[config.mk]
export PLATFORM = sky130hd
export DESIGN_NAME = mem_reg_pipe
export DESIGN_NICKNAME = d
export VERILOG_FILES = /design/src/rtl/mem_reg_pipe.sv
export SDC_FILE = /design/constraint.sdc
export NUM_CORES = 1
export LEC_CHECK = 0
export ABC_AREA = 1
export BUFFER_PORTS_ARGS = -buffer_cell sky130_fd_sc_hd__buf_4
export CAP_MARGIN = 20
export CORE_ASPECT_RATIO = 1.4
export CORE_MARGIN = 5
export CORE_UTILIZATION = 40
export DETAILED_ROUTE_END_ITERATION = 8
export PLACE_DENSITY = 0.7
export SYNTH_ARGS = -nofsm -noshare
export SYNTH_HDL_FRONTEND = slang
export SYNTH_SLANG_ARGS = --single-unit
[constraint.sdc]
create_clock -name clk -period 1.8 [get_ports clk]
set_clock_uncertainty 0.05 [all_clocks]
set_input_delay 0.36 -clock clk [delete_from_list [all_inputs] [get_ports clk]]
set_output_delay 0.36 -clock clk [all_outputs]
set_load 0.02 [all_outputs]
[src/rtl/mem_reg_pipe.sv]
// mem_reg_pipe: elastic chain of DEPTH valid/ready register stages.
// Each stage collapses bubbles, because an empty stage always accepts.
// A synchronous flush drops every held word, and an occupancy counter
// tracks how many stages hold a valid word.
module mem_reg_pipe #(
    parameter  int WIDTH = 32,
    parameter  int DEPTH = 2,
    localparam int CW    = $clog2(DEPTH + 1)
) (
    input  logic             clk,
    input  logic             rst,
    input  logic [WIDTH-1:0] DataIn,
    input  logic             in_valid,
    output logic             in_ready,
    output logic [WIDTH-1:0] DataOut,
    output logic             out_valid,
    input  logic             out_ready,
    input  logic             flush,
    output logic [CW-1:0]    count
);

    // Per-stage state. Index 0 is the input side; DEPTH-1 is the output side.
    logic [DEPTH-1:0] r_valid;
    logic [WIDTH-1:0] r_data [DEPTH];
    logic [CW-1:0]    r_count;

    // Stage ready chain. w_ready[DEPTH] is the downstream ready.
    logic [DEPTH:0]   w_ready;
    logic [DEPTH-1:0] w_src_valid;
    logic [WIDTH-1:0] w_src_data [DEPTH];
    logic             w_accept_in;
    logic             w_accept_out;

    // Ready ripples from the output stage back toward the input stage.
    // An empty stage is always ready, which is what collapses bubbles.
    always_comb begin
        logic w_rdy;
        w_rdy            = out_ready;
        w_ready          = '0;
        w_ready[DEPTH]   = out_ready;
        for (int i = DEPTH - 1; i >= 0; i--) begin
            w_rdy      = ~r_valid[i] | w_rdy;
            w_ready[i] = w_rdy;
        end
    end

    // Each stage is fed by the stage before it; stage 0 is fed by the upstream port.
    always_comb begin
        w_src_valid[0] = in_valid;
        w_src_data[0]  = DataIn;
        for (int i = 1; i < DEPTH; i++) begin
            w_src_valid[i] = r_valid[i-1];
            w_src_data[i]  = r_data[i-1];
        end
    end

    // Handshake events on both ends. Flush blocks new words, but the
    // output word shown in a flush cycle may still be taken downstream.
    always_comb begin
        in_ready     = w_ready[0] & ~flush;
        w_accept_in  = in_valid & in_ready;
        w_accept_out = r_valid[DEPTH-1] & out_ready;
    end

    // Stage registers. Reset clears everything; flush clears only the valid bits.
    // Data is loaded only when a valid word moves in, so an empty stage keeps its last word.
    always_ff @(posedge clk) begin
        if (rst) begin
            r_valid <= '0;
            for (int i = 0; i < DEPTH; i++) begin
                r_data[i] <= '0;
            end
        end else if (flush) begin
            r_valid <= '0;
        end else begin
            for (int i = 0; i < DEPTH; i++) begin
                if (w_ready[i]) begin
                    r_valid[i] <= w_src_valid[i];
                    if (w_src_valid[i]) begin
                        r_data[i] <= w_src_data[i];
                    end
                end
            end
        end
    end

    // Occupancy counter. It moves by the handshakes, so it always equals
    // the number of valid stages.
    always_ff @(posedge clk) begin
        if (rst) begin
            r_count <= '0;
        end else if (flush) begin
            r_count <= '0;
        end else begin
            r_count <= r_count + CW'(w_accept_in) - CW'(w_accept_out);
        end
    end

    // Output stage drives the downstream port directly from registers.
    always_comb begin
        out_valid = r_valid[DEPTH-1];
        DataOut   = r_data[DEPTH-1];
        count     = r_count;
    end

endmodule

==> results of run 1 <==
power by group through the flow:
stage	sequential, mW	clock [mW]	combinational, mW
final	1.85	1.16	0.353
after global routing	1.86	1.29	0.384
after CTS	1.85	1.20	0.361
after detailed placement	1.88	0	0.360
after global placement	1.88	0	0.353
after floorplan	1.88	0	0.250
layout make-up:
class                   count  area (µm²)
inverters                  77       289.0
clock inverters             5       53.80
clock buffers              10       127.6
repair buffers             76       608.1
well taps                 100       125.1
fillers                   697        3971
multi-input cells          86       525.5
flip-flops and latches     68        2002
cell families after synthesis:
family                   synth area share
AND/OR/NAND/NOR                    0.1547
flip-flops                         0.6413
AO/OA/AOI/OAI                    0.004808
buffers and inverters              0.1912
adder cells (fa/ha/maj)          0.008015
critical path: stages (launching register included):
cell	delay, ps
dfxtp_1	350
nand3_2	140
nand3_1	140
ha_1	300
inv_1	40
ha_1	180
inv_1	50
nand2_1	60
a21oi_1	150
nor2_1	60
flip-flops by register name, indices dropped and copies added (netlist names):
register,flops
r_data,64
count,2
r_valid,2
per-layer routing:
layer	track usage	routed length, µm	vias up
met1	0.1003	1652	742
met3	0.03600	268	10
met4	0.07286	144	0
met2	0.1866	2582	46
li1	-	-	869
met5	0	0	-
synth_stat cells:
master and count:
nand2_1 8, nand3_2 1, nand2_2 1, buf_6 6
buf_4 32, nor2_2 61, ha_1 2, nand3_1 3
edfxtp_1 64, a21oi_1 3, nand3_4 1, inv_1 77
nor2_1 6, dfxtp_1 4
stage by stage:
step,power [mW],setup WS [ps],utilization
after floorplan,2.128,91.12,-
after global placement,2.232,134.9,0.4609
after detailed placement,2.243,41.30,0.4609
after CTS,3.414,169.1,0.4844
after global routing,3.530,30.13,0.4844
final,3.358,166.5,0.4844
worst paths after layout:
check	to	cells after the start	slack, ps	startpoint
setup / recovery	count[1]$_SDFF_PP0_	9	170	r_valid[1]$_SDFFE_PP0P_
hold / removal	r_data[0][26]$_SDFFCE_PN0P_	3	260	DataIn[26]
setup reg to reg	count[1]$_SDFF_PP0_	9	170	r_valid[1]$_SDFFE_PP0P_
hold reg to reg	r_data[0][43]$_SDFFCE_PN0P_	2	490	r_data[0][11]$_SDFFCE_PN0P_
==> metrics.md, run 1 <==
| Metric | Value |
|---|---|
| Tightest Hold Check Type | in -> reg |
| Clk pwr share | 0.345 |
| H-tree depth | 3 |
| Syn Area/Cell | ~12 µm² |
| Max VDD drop | about 370 µV |
| Max Buffers Root-to-Sink | 2 |
| Clock root buffer | clkbuf_8 |
| GRT Util Overall | 0.1050 |
| Synth-to-Final Area Change | 19.52% |
| TritonCTS Sinks | between 60 and 70 |
| Residual DRC | 0 |
| # placed instances | a little over 400 |
| Synth top area share | 0.6156 |
| Mapped Cells | ~270 |
| Post-Route WL | roughly 4.6 mm |
| I/O Buffers | a little over 70 |
| Die Span Y | approximately 110 µm |
| Syn_nets | 308 |
| Hpwl dp | between 3 and 4 mm |
| LEAKAGE | 1.668 nW |
| Nets | approximately 360 |
| Core Rows | 38 |
| #FFs+latches synth | roughly 70 |
| Vias per cell | ~4.0 |
| Post-CTS Setup Repair Bufs | 0 |
| Sequential area share after synthesis | 0.6413 |
| Synth top area cells | edfxtp_1 62%, nor2_2 12%, inv_1 9.3% |
| RSZ-0062 raised after global routing | false |
| 1st-iter DRT viols | between 60 and 70 |
| Most common cell after layout, fill and taps aside | inv_1 |
| Starting Density | 0.4053 |
| Combinational share of power | 0.105 |
| PD cells | about 900 nW/µm² |
| Die width | ~85 µm |
| First drt pass iteration count | 4 |
| I/O pin count | 73 |
| Total CTS buffers | 9 |
| Worst EP required | approximately 2000 ps |
| Most frequent cells in the layout | 77 x inv_1, 73 x buf_4, 64 x edfxtp_1 |
| Total of max-cap violations | 0 |
| Cts hold-fix bufs | 0 |
| Vias | 1667 |
| Vias in the first global route | ~1.7k |
| Sw Pwr | 758.6 µW |
| Max Slew Vio Count | 0 |
| Sw Share | 0.2259 |
| First-pass GRT wire length | ~7.6 mm |
| Int Pwr | approximately 2.6 mW |
| CORE AREA | around 7700 µm² |
| WHS | between 200 and 300 ps |
| Slew headroom | 0.7914 |
| Share of cells above drive strength 1 | 0.4814 |
| Netlist cell types | 14 |
| Die Area | a little under 10000 µm² |
| Wire per inst | approximately 11 µm |
| Antenna Nets Post-Route | 0 |
| Synth Cell Area | between 3000 and 4000 µm² |
| Largest net degree at the start of global routing | 48 |
| Dominant cell type by area after synthesis | edfxtp_1 |
| Slew @ Worst Pin | 313.0 ps |
| Non-filler cells, final | between 400 and 500 |
| Final Hold Fails | 0 |
| Final setup vio count | 0 |
| Clock transition at path regs | approximately 80 ps |
| Syn. warnings | 0 |
| Critical Path Source Type | register |
| CTS-repair resized insts | 0 |
| Tcrit/Tclk final | 0.9075 |
| Cell area after layout | ~3700 µm² |
| Critical path class | reg -> reg |
| Part of the power in registers | 0.550 |
| Final GP Congestion | approximately 0.68 |
| Critical path peak fanout | 4 |
| Clock Latency Late Sink | between 300 and 400 ps |
| WP data arrival | between 1500 and 2000 ps |
| CTS tree | done |
| Setup total negative slack | 0 ps |
| Initial antenna violation count | 0 |
| Max Fclk | between 600 and 700 MHz |
| Antenna cells | 0 |
| Placed cell area | between 3000 and 4000 µm² |
| Status | finished clean |
| Crit path time final | around 1600 ps |
| Type of destination of the critical path | register |
| Grt ovf | 0 |
Power figures use the tool's default switching activity.
==> run 2: changes to the inputs <==
--- a/config.mk
+++ b/config.mk
@@ -12,7 +12,7 @@
 export CORE_MARGIN = 5
 export CORE_UTILIZATION = 40
 export DETAILED_ROUTE_END_ITERATION = 8
-export PLACE_DENSITY = 0.7
+export PLACE_DENSITY = 0.67
 export SYNTH_ARGS = -nofsm -noshare
 export SYNTH_HDL_FRONTEND = slang
 export SYNTH_SLANG_ARGS = --single-unit
==> constraint.sdc (replaced) <==
create_clock -name clk -period 2 [get_ports clk]
set_clock_uncertainty 0.05 [all_clocks]
set_input_delay 0.4 -clock clk [delete_from_list [all_inputs] [get_ports clk]]
set_output_delay 0.4 -clock clk [all_outputs]
set_load 0.02 [all_outputs]
==> run 2 against run 1 <==
Via count shrank 1.6%. Design area grew 1.4%. Die area is the same. Highest routed layer unchanged. Largest power group unchanged. Hold slack gained 36 ps. First-iteration DRC count shrank 14%. Clock power is essentially flat. Cell count grew 0.24%. Critical path type is now reg -> out. Non-clock buffer count grew 1. Wire length shrank 2.8%.
==> metrics.md, run 2 (synthesis gave the netlist of run 1 again) <==
| Metric | Value |
|---|---|
| Clock transition at path regs | 70 ps (about the same) |
| Setup total negative slack | 0 ps (unchanged) |
| Cts hold-fix bufs | 0 (unchanged) |
| Core Rows | 38 (unchanged) |
| Status | finished clean |
| Max VDD drop | 468.8 µV (+28%) |
| Most common cell after layout, fill and taps aside | inv_1 |
| Clk pwr share | 0.368 (+0.023) |
| TritonCTS Sinks | 68 (unchanged) |
| Post-CTS Setup Repair Bufs | 0 (unchanged) |
| Largest net degree at the start of global routing | 33 (-31%) |
| Final GP Congestion | 0.7217 (+6.2%) |
| Most frequent cells in the layout | 77 x inv_1, 72 x buf_4, 64 x edfxtp_1 |
| Fin worst setup slack | 401.4 ps (+234.9 ps) |
| Grt ovf | 0 (unchanged) |
| Placed cell area | 3580 µm² (+0.85%) |
| Antenna cells | 0 (unchanged) |
| WHS | 294.0 ps (+36.25 ps) |
| Clock root buffer | clkbuf_8 |
| Tcrit/Tclk final | 0.7993 |
| Critical Path Source Type | register |
| Fillers | 708 (+1.6%) |
| CTS tree | done |
| Worst EP required | 1550 ps (-430 ps) |
| Max Slew Vio Count | 0 (unchanged) |
| Die width | 84.66 µm (unchanged) |
| Crit path time final | approximately 1600 ps |
| I/O Buffers | 72 (unchanged) |
| Final Hold Fails | 0 (unchanged) |
| Critical hold path startpoint | rst |
| Pre-CTS setup slack | 273.9 ps (+232.6 ps) |
| Combinational share of power | 0.103 (-0.002) |
| Clock Latency Late Sink | 330 ps (about the same) |
| Sw Share | 0.2144 (-0.01155) |
| Slew headroom | 0.7675 (-0.02386) |
| Wire per inst | 10.68 µm (-3.0%) |
| Die Area | 9696 µm² (unchanged) |
| WP data arrival | 1150 ps (-660 ps) |
| Cell area after layout | 3784 µm² (+1.4%) |
| RSZ-0062 raised after global routing | false |
| Int Pwr | 2.464 mW (-5.2%) |
| Register area | 2002 µm² (unchanged) |
| Slowest cell delay on critical path | 400 ps (+50 ps) |
| Hold Crit Endpoint | count[1]$_SDFF_PP0_ |
| Tightest Hold Check Type | in -> reg |
| Critical path peak fanout | 4 (unchanged) |
| 1st-iter DRT viols | 59 (-14%) |
| Reg2reg start | r_valid[1]$_SDFFE_PP0P_ |
| Final setup vio count | 0 (unchanged) |
| Fin util | 0.4912 (+0.006823) |
| Nets | 358 (+0.28%) |
| Synth-to-Final Area Change | 21.20% |
| Initial antenna violation count | 0 (unchanged) |
| Type of destination of the critical path | output pin |
| Vias per cell | 3.877 (-1.9%) |
| Multi-input gate area | 523.0 µm² (-0.48%) |
| H-tree depth | 3 (unchanged) |
| Residual DRC | 0 (unchanged) |
| Hold Path Cell Cnt | 4 (+1) |
| Post-Route WL | 4.519 mm (-2.8%) |
| Critical path class | reg -> out |
| Total CTS buffers | 9 (unchanged) |
| Max Buffers Root-to-Sink | 2 (unchanged) |
| Total of max-cap violations | 0 (unchanged) |
| R2R setup slack | 440 ps (+270 ps) |
| Number of flip-flops under the largest register name | 64 (unchanged) |
| CORE AREA | 7702 µm² (unchanged) |
| LEAKAGE | 1.689 nW (+1.2%) |
| Slowest CP cell | dfxtp_1 |
| Part of the power in registers | 0.529 (-0.021) |
| Starting Density | 0.4053 (unchanged) |
| Share of cells above drive strength 1 | 0.4768 (-0.004586) |
| First drt pass iteration count | 4 (unchanged) |
| First-pass GRT wire length | 7.251 mm (-4.7%) |
| GRT Util Overall | 0.1005 (-0.004522) |
| Hpwl dp | 3.375 mm (+2.2%) |
| Most flops, register | r_data |
| Die Span Y | 114.5 µm (unchanged) |
| Vias in the first global route | 1614 (-6.3%) |
| Final Power | 3.137 mW (-6.6%) |
| Non-filler cells, final | 423 (+0.24%) |
| PD cells | 829.1 nW/µm² (-7.9%) |
| Slew @ Worst Pin | 348.8 ps (+35.79 ps) |
| # placed instances | 408 (+0.25%) |
| Antenna Nets Post-Route | 0 (unchanged) |
| I/O pin count | 73 (unchanged) |
| CTS-repair resized insts | 0 (unchanged) |
| Max Fclk | 625.6 MHz |
| Critical path cell sequence | nand3_2 > nand2_1 > inv_1 > buf_4 |
| Vias | 1640 (-1.6%) |
| Sw Pwr | 672.5 µW (-11%) |
| Worst R2R Path Depth | 9 (unchanged) |
| RR Endpoint | count[1]$_SDFF_PP0_ |
[run 2: changes by cell type in the layout (fill, tap and decap cells not counted)]
| cell | delta |
|---|---|
| clkinv_1 | +2 |
| clkinv_4 | -1 |
| bufinv_16 | +1 |
| buf_12 | +2 |
| clkinvlp_4 | +1 |
| nand2_2 | -1 |
| clkbuf_1 | -1 |
| clkinv_2 | -2 |
| buf_4 | -1 |
| nand2_1 | +1 |
[run 2: worst max path at each step]
stage               slack, ps                         end                    start  cells past startpoint
global route              310         count[1]$_SDFF_PP0_  r_valid[1]$_SDFFE_PP0P_                     10
floorplan                 170  r_data[0][0]$_SDFFCE_PN0P_  r_valid[1]$_SDFFE_PP0P_                      3
detailed placement        270         count[1]$_SDFF_PP0_                out_ready                     11
finish                    400                    in_ready  r_valid[1]$_SDFFE_PP0P_                      4
global placement          320         count[1]$_SDFF_PP0_                out_ready                     11
CTS                       370                    in_ready  r_valid[1]$_SDFFE_PP0P_                      4
[run 2: worst max-delay path, delay by kind of cell (launching register included)]
family,cells,cell delay [ps]
AND/OR/NAND/NOR,2,250
buffers and inverters,2,180
flip-flops,1,400
[run 2: per-layer routing]
| layer | part of all wire | track usage | up-vias |
|---|---|---|---|
| met4 | 0.026 | 0.07286 | 0 |
| li1 | - | - | 874 |
| met2 | 0.55 | 0.1777 | 44 |
| met5 | 0 | 0 | - |
| met3 | 0.065 | 0.03384 | 7 |
| met1 | 0.35 | 0.09572 | 715 |
[run 2: power groups by stage]
stage	clock (mW)	sequential [mW]	combinational (mW)
6_report	1.15	1.66	0.323
5_1_grt	1.26	1.67	0.352
4_1_cts	1.20	1.66	0.331
3_5_place_dp	0	1.69	0.330
3_3_place_gp	0	1.69	0.325
2_1_floorplan	0	1.69	0.225
[run 2: layout make-up]
class / count / area share
tap: 100 / 0.03307
sequential: 68 / 0.5291
clock buffer: 9 / 0.03274
multi-input combinational: 86 / 0.1382
clock inverter: 6 / 0.02116
timing repair buffer: 77 / 0.1693
inverter: 77 / 0.07639
==> run 3: changes to the inputs <==
--- a/config.mk
+++ b/config.mk
@@ -12,7 +12,7 @@
 export CORE_MARGIN = 5
 export CORE_UTILIZATION = 40
 export DETAILED_ROUTE_END_ITERATION = 8
-export PLACE_DENSITY = 0.67
+export PLACE_DENSITY = 0.7
 export SYNTH_ARGS = -nofsm -noshare
 export SYNTH_HDL_FRONTEND = slang
 export SYNTH_SLANG_ARGS = --single-unit
==> constraint.sdc (replaced) <==
create_clock -name clk -period 1.3 [get_ports clk]
set_clock_uncertainty 0.05 [all_clocks]
set_input_delay 0.26 -clock clk [delete_from_list [all_inputs] [get_ports clk]]
set_output_delay 0.26 -clock clk [all_outputs]
set_load 0.02 [all_outputs]
==> run 3 against run 2 <==
The flow now finishes with violations (negative setup slack). Utilization grew 4.1 points. Critical path type is now reg -> reg. Sequential share of layout area shrank 3.9 points. Cell count grew 3.3%.
==> metrics.md, run 3 (synthesis gave the netlist of run 1 again) <==
| Metric | Value |
|---|---|
| Multi-input gate area | 610.6 µm² (+17%) |
| Final GP Congestion | 0.6810 (-5.6%) |
| LEAKAGE | 1.814 nW (+7.4%) |
| Largest net degree at the start of global routing | 23 (-30%) |
| End point of the critical path | count[1]$_SDFF_PP0_ |
| Status | finished with violations |
| Die Span Y | 114.5 µm (unchanged) |
| Slowest CP cell | dfxtp_4 |
| Critical path class | reg -> reg |
| Tightest Hold Check Type | in -> reg |
| Post-Route WL | 5.061 mm (+12%) |
| WHS | 147.8 ps (-146.1 ps) |
| RSZ-0062 raised after global routing | true |
| Max VDD drop | 565.7 µV (+21%) |
| Combinational share of power | 0.123 (+0.020) |
| Fin worst setup slack | -133.3 ps (-534.7 ps) |
| Worst EP required | 1480 ps (-70 ps) |
| Hpwl dp | 3.535 mm (+4.7%) |
| Slew headroom | 0.8365 (+0.06902) |
| Type of destination of the critical path | register |
| Met3 Track Usage GR | 0.03528 (+0.001440) |
| Clock Latency Late Sink | 330 ps (about the same) |
| Clk pwr share | 0.355 (-0.013) |
| Grt met1 use | 0.1153 (+0.01962) |
| Placed cell area | 3696 µm² (+3.3%) |
| Vias | 1768 (+7.8%) |
| Residual DRC | 0 (unchanged) |
| Die width | 84.66 µm (unchanged) |
| Final Power | 4.898 mW (+56%) |
| WP data arrival | 1610 ps (+460 ps) |
| Critical path peak fanout | 4 (unchanged) |
| Setup total negative slack | -8057 ps (-8057 ps) |
| Tcrit/Tclk final | 1.103 |
| Starting Density | 0.4053 (unchanged) |
| Critical path cell sequence | nand3_4 > nand3_4 > ha_4 > inv_4 > ha_4 > inv_2 > nand2_2 > a21oi_2 > nor2_1 |
| Antenna cells | 0 (unchanged) |
| Most common cell after layout, fill and taps aside | buf_4 |
| Nets | 371 (+3.6%) |
| CTS tree | done |
| Critical Path Source Type | register |
| Core Rows | 38 (unchanged) |
| Grt peak-use layer | met2 |
| Fillers | 695 (-1.8%) |
| Synth-to-Final Area Change | 31.22% |
| Fin util | 0.5318 (+0.04061) |
| Clock transition at path regs | 70 ps (about the same) |
| Register area | 2007 µm² (+0.25%) |
| Int Pwr | 3.796 mW (+54%) |
| Slew @ Worst Pin | 245.0 ps (-103.8 ps) |
| Initial antenna violation count | 0 (unchanged) |
| RR Endpoint | count[1]$_SDFF_PP0_ |
| CORE AREA | 7702 µm² (unchanged) |
| # placed instances | 414 (+1.5%) |
| Total of max-cap violations | 0 (unchanged) |
| Antenna Nets Post-Route | 0 (unchanged) |
| First-pass GRT wire length | 8.342 mm (+15%) |
| Number of flip-flops under the largest register name | 64 (unchanged) |
| Critical hold path startpoint | rst |
| Max Fclk | about 700 MHz |
| Vias per cell | 4.046 (+4.4%) |
| Max Buffers Root-to-Sink | 2 (unchanged) |
| Cts hold-fix bufs | 0 (unchanged) |
| R2R setup slack | -130 ps (-570 ps) |
| Final setup vio count | 99 (+99) |
| Most frequent cells in the layout | 75 x buf_4, 73 x inv_1, 64 x edfxtp_1 |
| Sw Share | 0.2251 (+0.01070) |
| Most flops, register | r_data |
| I/O pin count | 73 (unchanged) |
| Pre-CTS setup slack | -192.9 ps (-466.8 ps) |
| Share of cells above drive strength 1 | 0.5519 (+0.07515) |
| Total CTS buffers | 9 (unchanged) |
| Sw Pwr | 1.102 mW (+64%) |
| Clock root buffer | clkbuf_8 |
| PD cells | 1196 nW/µm² (+44%) |
| Non-filler cells, final | 437 (+3.3%) |
| Reg2reg start | r_valid[1]$_SDFFE_PP0P_ |
| Slowest cell delay on critical path | 360 ps (-40 ps) |
| 1st-iter DRT viols | 95 (+61%) |
| Die Area | 9696 µm² (unchanged) |
| Wire per inst | 11.58 µm (+8.4%) |
| H-tree depth | 3 (unchanged) |
| Crit path time final | roughly 1400 ps |
| GRT Util Overall | 0.1121 (+0.01157) |
| Cell area after layout | 4096 µm² (+8.3%) |
| First drt pass iteration count | 4 (unchanged) |
| Failing checks | negative setup slack |
| I/O Buffers | 72 (unchanged) |
| Max Slew Vio Count | 0 (unchanged) |
| Part of the power in registers | 0.522 (-0.007) |
| Worst setup path startpoint | r_valid[1]$_SDFFE_PP0P_ |
| Grt ovf | 0 (unchanged) |
| M2 GR Usage | 0.1992 (+0.02143) |
| Vias in the first global route | 1826 (+13%) |
| Final Hold Fails | 0 (unchanged) |
| Hold Path Cell Cnt | 4 (unchanged) |
| Worst R2R Path Depth | 9 (unchanged) |
| TritonCTS Sinks | 68 (unchanged) |
==> run 3: cell types whose count changed in the layout (fill, tap and decap cells not counted), moves of 3 or more <==
cell     previous run  this run
nand2_1             8         3
nand2_2             1         4
buf_6               0         3
buf_16              0         3
buf_4              72        75
inv_1              77        73
inv_2               0         3
==> run 3: final cells by class <==
cell class                 count  share of cell area
sequential                    68              0.4899
clock inverter                 4             0.01161
clock buffer                  12             0.03787
tap                          100             0.03054
timing repair buffer          90              0.2098
inverter                      77             0.07117
multi-input combinational     86              0.1491
==> run 3: metal layers <==
layer,share of wire,vias up
met5,0,-
li1,-,903
met1,0.37,812
met2,0.55,44
met3,0.055,9
met4,0.024,0
==> run 3: repair_timing <==
item | CTS | global route
gates resized for setup | 15 | 8
gates cloned | 3 | 2
pin swaps | 5 | 5
setup endpoints to repair | 58 | 82
buffers inserted | 3 | 1
==> run 3: power by group through the flow <==
stage,clock (mW),sequential (mW),combinational (mW)
floorplan,0,2.60,0.356
global placement,0,2.60,0.530
detailed placement,0,2.60,0.538
CTS,1.80,2.56,0.594
global route,1.91,2.57,0.654
finish,1.74,2.56,0.603
==> run 3: critical path: cells and delay by family, from the launching register on <==
kind / cells / cell delay, ps
flip-flops: 1 / 360
AO/OA/AOI/OAI: 1 / 130
buffers and inverters: 2 / 70
AND/OR/NAND/NOR: 4 / 270
adder cells (fa/ha/maj): 2 / 430
==> run 3: how the worst min path moves through the flow <==
| stage | to | slack (ps) |
|---|---|---|
| finish | count[1]$_SDFF_PP0_ | 150 |
| global route | r_data[0][11]$_SDFFCE_PN0P_ | 150 |
| CTS | count[1]$_SDFF_PP0_ | 140 |
| detailed placement | r_data[0][48]$_SDFFCE_PN0P_ | 480 |
| global placement | r_data[0][48]$_SDFFCE_PN0P_ | 470 |
| floorplan | count[1]$_SDFF_PP0_ | 380 |
